<file path="config.mk">
export PLATFORM = sky130hd
export DESIGN_NAME = m_pipelined_mac
export DESIGN_NICKNAME = d
export VERILOG_FILES = /design/src/rtl/m_pipelined_mac.sv
export SDC_FILE = /design/constraint.sdc
export NUM_CORES = 1
export LEC_CHECK = 0
export CORE_AREA = 8 8 183 185
export CTS_BUF_LIST = sky130_fd_sc_hd__clkbuf_4
export CTS_CLUSTER_DIAMETER = 100
export DETAILED_ROUTE_END_ITERATION = 16
export DIE_AREA = 0 0 191 193
export GPL_ROUTABILITY_DRIVEN = 0
export PLACE_DENSITY_LB_ADDON = 0.05
export SYNTH_ARGS = -nofsm -noshare
export SYNTH_HDL_FRONTEND = slang
export SYNTH_SLANG_ARGS = --single-unit
</file>
<file path="constraint.sdc">
create_clock -name w_clock -period 8.3 [get_ports w_clock]
set_input_delay 1.66 -clock w_clock [delete_from_list [all_inputs] [get_ports w_clock]]
set_output_delay 1.66 -clock w_clock [all_outputs]
set_load 0.01 [all_outputs]
</file>
<file path="src/rtl/m_pipelined_mac.sv">
// rtl/m_pipelined_mac.sv - three-register pipelined unsigned multiply-add / accumulate unit
module m_pipelined_mac #(
    parameter int A_W = 16,
    parameter int B_W = 16,
    parameter int Y_W = 32,
    parameter bit SAT = 1'b1
) (
    input  logic           w_clock,
    input  logic           w_reset,
    input  logic           w_valid,
    input  logic           w_mode,
    input  logic           w_clear,
    input  logic [A_W-1:0] w_a,
    input  logic [B_W-1:0] w_b,
    input  logic [Y_W-1:0] w_c,
    output logic [Y_W-1:0] r_y,
    output logic           r_valid,
    output logic [Y_W-1:0] r_acc,
    output logic           r_ovf
);

    localparam int P_W = A_W + B_W;
    localparam int PAD = Y_W + 1 - P_W;

    // Stage 1: raw input capture
    logic           valid1_q;
    logic           mode1_q;
    logic           clear1_q;
    logic [A_W-1:0] a1_q;
    logic [B_W-1:0] b1_q;
    logic [Y_W-1:0] c1_q;

    // Stage 2: product plus the control and addend that travel alongside it
    logic           valid2_q;
    logic           mode2_q;
    logic           clear2_q;
    logic [Y_W:0]   p2_q;
    logic [Y_W-1:0] c2_q;
    logic [Y_W:0]   p2_d;
    logic [P_W-1:0] prod;

    // Output stage: result, accumulator and sticky overflow
    logic [Y_W-1:0] y_q;
    logic           valid_q;
    logic [Y_W-1:0] acc_q;
    logic           ovf_q;
    logic [Y_W-1:0] y_d;
    logic           valid_d;
    logic [Y_W-1:0] acc_d;
    logic           ovf_d;

    logic [Y_W:0]   base;
    logic [Y_W:0]   sum;
    logic           hit;
    logic [Y_W-1:0] res;

    // Capture every input on every edge; validity is carried as data
    always_ff @(posedge w_clock or posedge w_reset) begin
        if (w_reset) begin
            valid1_q <= 1'b0;
            mode1_q  <= 1'b0;
            clear1_q <= 1'b0;
            a1_q     <= '0;
            b1_q     <= '0;
            c1_q     <= '0;
        end else begin
            valid1_q <= w_valid;
            mode1_q  <= w_mode;
            clear1_q <= w_clear;
            a1_q     <= w_a;
            b1_q     <= w_b;
            c1_q     <= w_c;
        end
    end

    // Full-width product, zero-extended so the final add has a carry bit
    always_comb begin
        prod = {{B_W{1'b0}}, a1_q} * {{A_W{1'b0}}, b1_q};
        p2_d = {{PAD{1'b0}}, prod};
    end

    // Register the product so the accumulate add sits alone in the last stage
    always_ff @(posedge w_clock or posedge w_reset) begin
        if (w_reset) begin
            valid2_q <= 1'b0;
            mode2_q  <= 1'b0;
            clear2_q <= 1'b0;
            p2_q     <= '0;
            c2_q     <= '0;
        end else begin
            valid2_q <= valid1_q;
            mode2_q  <= mode1_q;
            clear2_q <= clear1_q;
            p2_q     <= p2_d;
            c2_q     <= c1_q;
        end
    end

    // Final add reads acc_q directly, so back-to-back accumulates chain with no forwarding
    always_comb begin
        if (mode2_q) begin
            base = clear2_q ? '0 : {1'b0, acc_q};
        end else begin
            base = {1'b0, c2_q};
        end
        sum = p2_q + base;
        hit = sum[Y_W];
        res = (hit && SAT) ? '1 : sum[Y_W-1:0];

        y_d     = y_q;
        valid_d = 1'b0;
        acc_d   = acc_q;
        ovf_d   = ovf_q;
        if (valid2_q) begin
            valid_d = 1'b1;
            y_d     = res;
            if (mode2_q) begin
                acc_d = res;
            end else if (clear2_q) begin
                acc_d = '0;
            end
            // A clear restarts the sticky flag, but this operation's own overflow still lands
            ovf_d = clear2_q ? hit : (ovf_q | hit);
        end else if (clear2_q) begin
            acc_d = '0;
            ovf_d = 1'b0;
        end
    end

    // Output registers
    always_ff @(posedge w_clock or posedge w_reset) begin
        if (w_reset) begin
            y_q     <= '0;
            valid_q <= 1'b0;
            acc_q   <= '0;
            ovf_q   <= 1'b0;
        end else begin
            y_q     <= y_d;
            valid_q <= valid_d;
            acc_q   <= acc_d;
            ovf_q   <= ovf_d;
        end
    end

    assign r_y     = y_q;
    assign r_valid = valid_q;
    assign r_acc   = acc_q;
    assign r_ovf   = ovf_q;

endmodule

</file>
==> impl_metrics.toml <==
[global_route]
grt_antenna_before_repair = 1
grt_overflow = 0
grt_start_max_net_pins = 80
grtUsageTotal_pct = 20.46
grt_pass1_vias = 11690
grtUsageMet3_pct = 4.496
grt_util_met1_pct = 28.80
met2_usage_pct = 32.20
top_usage_layer = "met2"
grt_pass1_wl_mm = 59.93

[floorplanning]
dieHeight_um = 193
die_area_um2 = 36860
ios = 135
initial_core_util_pct = 53.50
fp-row-count = 65
die_x_um = 191
coreArea_um2 = 30820

[cts]
cts_inserted_buffers = 17
h-tree-depth = 4
cts_tree = "yes"
clock_latency_ps = 630
clock_sinks = 200
cts-resized-gates = 0
root_buffer = "clkbuf_4"
postCtsSetupBuffers = 0
clock_path_buffers = 2
ctsHoldBuffers = 0
clk_pin_slew_ps = 170

[power]
switching_share_pct = 46.30
powerDensity_nw_per_um2 = 398.6
p_sw_w = 0.003402
seqPwrFrac_pct = 19.7
leakagePower_nw = 8.948
clockPowerShare_pct = 7.8
peakVddDrop_uv = 337.2
power_frac_comb_pct = 72.5
intPower_w = 0.003945

[sta]
drv_slew = 0
fmaxAchievable_ghz = 0.1562
final-setup-viol-count = 0
rsz0062_at_grt = "false"
period_share_pct = 77.12
hold_viol_final = 0
relSlewSlack_pct = 47.63
hold_ws_ps = 351.3
tightest_slew_ps = 785.6
clock_skew_ps = 29.49
setup-tns-final_ps = 0
fin_crit_ps = 6401
setup_ws_ps = 1899

[yosys]
synth-adder-area-share_pct = 33.99
ys_ff_latch = 200
syn_area_per_cell_um2 = 10.06
synthArstFlopShare_pct = 100.0
synth_fp_nets = 2039
yosysMostFrequentCell = "inv_1"
syn_inst = 1639
synth-simple-area-share_pct = 14.13
synthDistinctLibCells = 61
seq_area_frac_synth_pct = 30.35
ys_top_cells_by_area = "dfrtp_1 (30%), fa_1 (24%), ha_1 (10%), inv_1 (5.3%), and2_1 (4.7%)"
synth_top_family_by_area = "adder cells"
synth_xor_area_share_pct = 3.028
synth-main-ff-cell = "dfrtp_1"
synth-edff-count = 0
synth_commonest_cells = "inv_1 (231), dfrtp_1 (200), fa_1 (195), nand2_1 (193), ha_1 (136)"
yosysWarnings = 0
synth_top_area_cell = "dfrtp_1"
yosysTopAreaCellShare_pct = 30.35
synth_area_um2 = 16490
synthMuxAreaShare_pct = 2.117
synth-compound-area-share_pct = 9.424

[setup_path]
r2r_slack_ps = 1900
r2r-start = "a1_q[7]"
required_ps = 8820
rr_endpoint = "p2_q[30]"
start_kind = "flop"
path_class = "reg -> reg"
r2r_cells = 21
path_max_fanout = 16
end_kind = "flop"
arrival_ps = 6920
crit_start = "a1_q[7]"
cp-endpoint = "p2_q[30]"

[detailed_routing]
viasPerCell = 5.186
drt-initial-drc-count = 698
drc = 0
wirelength_mm = 36.50
ant_nets = 0
wl_per_cell_um = 17.01
drtPass1Iterations = 7
num_vias = 11120

[run]
maxCapViolCount = 0

[finish]
area_growth_pct = 11.78
drive_gt1_share_pct = 5.109
fin_nets = 2131
fin_area_um2 = 18430

[hold_path]
min_path_type = "reg -> reg"
whs_path_depth = 0

[run_status]
status = "finished clean"

[place]
post-dp-hpwl_mm = 28.83
numPortBuffers = 134
dp_slack_ps = 1896
detailed_place.area_um2 = 18110
[critical path: stages, from the launching register on]
cell and delay, ps:
dfrtp_1 650, and2_1 300, fa_1 530, inv_1 50, fa_1 480, fa_1 520
fa_1 550, inv_1 50, fa_1 470, inv_1 50, fa_1 480, inv_1 40
ha_1 340, a21oi_1 160, o21ai_0 110, a31o_2 250, a31o_2 240, nand2_1 110
o21ai_1 120, a221oi_2 350, a21oi_1 150, o311ai_1 300
[cell usage in the layout (no fill, tap or decap), types with 3 or more instances in the layout]
| cell type | instances |
|---|---|
| a211oi_1 | 5 |
| a21o_1 | 38 |
| a21oi_1 | 72 |
| a311oi_1 | 4 |
| a31o_2 | 5 |
| a31oi_1 | 17 |
| and2_1 | 123 |
| and3_1 | 7 |
| buf_4 | 7 |
| bufinv_16 | 4 |
| clkbuf_4 | 19 |
| clkdlybuf4s50_1 | 134 |
| clkinv_4 | 3 |
| dfrtp_1 | 199 |
| fa_1 | 195 |
| ha_1 | 136 |
| inv_1 | 230 |
| mux2_2 | 31 |
| nand2_1 | 193 |
| nand2b_1 | 4 |
| nand3_1 | 11 |
| nand4_1 | 6 |
| nor2_1 | 86 |
| nor2b_1 | 35 |
| nor3_1 | 7 |
| o21a_1 | 6 |
| o21ai_0 | 47 |
| o21ai_1 | 4 |
| o21bai_1 | 8 |
| or3_1 | 3 |
| xnor2_1 | 42 |
| xor2_1 | 15 |
[worst min path at each step]
stage,start,to,slack (ps)
CTS,c1_q[9],c2_q[9],350
detailed placement,c1_q[24],c2_q[24],330
global placement,c1_q[2],c2_q[2],330
floorplan,c1_q[0],c2_q[0],330
finish,c1_q[13],c2_q[13],350
global route,c1_q[13],c2_q[13],340
[layout make-up]
type                    count  area (um^2)
fillers                  2724        12390
multi-input cells        1140        10340
flip-flops and latches    200         5006
repair buffers            141         1394
inverters                 231        874.6
well taps                 402        503.0
clock inverters            11        172.7
clock buffers              19        142.6
diodes                      1        2.502
[per-stage QoR]
stage                     utilization, %  total power [W]  cells
after floorplan                        -         0.005504   1639
after CTS                          59.79         0.007421   2144
after global routing               59.80         0.008234   2145
final                              59.80         0.007346   2145
after detailed placement           58.77         0.006803   2114
after global placement             58.77         0.006726   2114
[state kept, by name (all words and copies together) (netlist names), 16 cells and up]
name   count
c2_q      32
b1_q      16
r_y       32
c1_q      32
p2_q      32
r_acc     32
a1_q      16
[power by group through the flow]
stage / sequential (W) / combinational, W / clock, W
2_1_floorplan: 0.00147 / 0.00403 / 0
3_3_place_gp: 0.00147 / 0.00526 / 0
3_5_place_dp: 0.00147 / 0.00534 / 0
4_1_cts: 0.00145 / 0.00537 / 0.000602
5_1_grt: 0.00148 / 0.00612 / 0.000634
6_report: 0.00145 / 0.00533 / 0.000574
[kinds of logic (layout without fill, tap and decap cells)]
family	count (synthesis)	count (layout)
compound gates	237	237
mux	31	31
simple gates	484	484
xor+xnor	57	57
buf+inv	299	402
other cells	0	1
flops	200	200
fa+ha+maj	331	331
[layer usage]
metal,wire length [um],vias to the layer above
met5,0,-
met3,2184,24
met2,16630,276
met1,17310,5425
met4,370,0
li1,-,5398
Note: power is estimated with default switching activity, not from simulation.
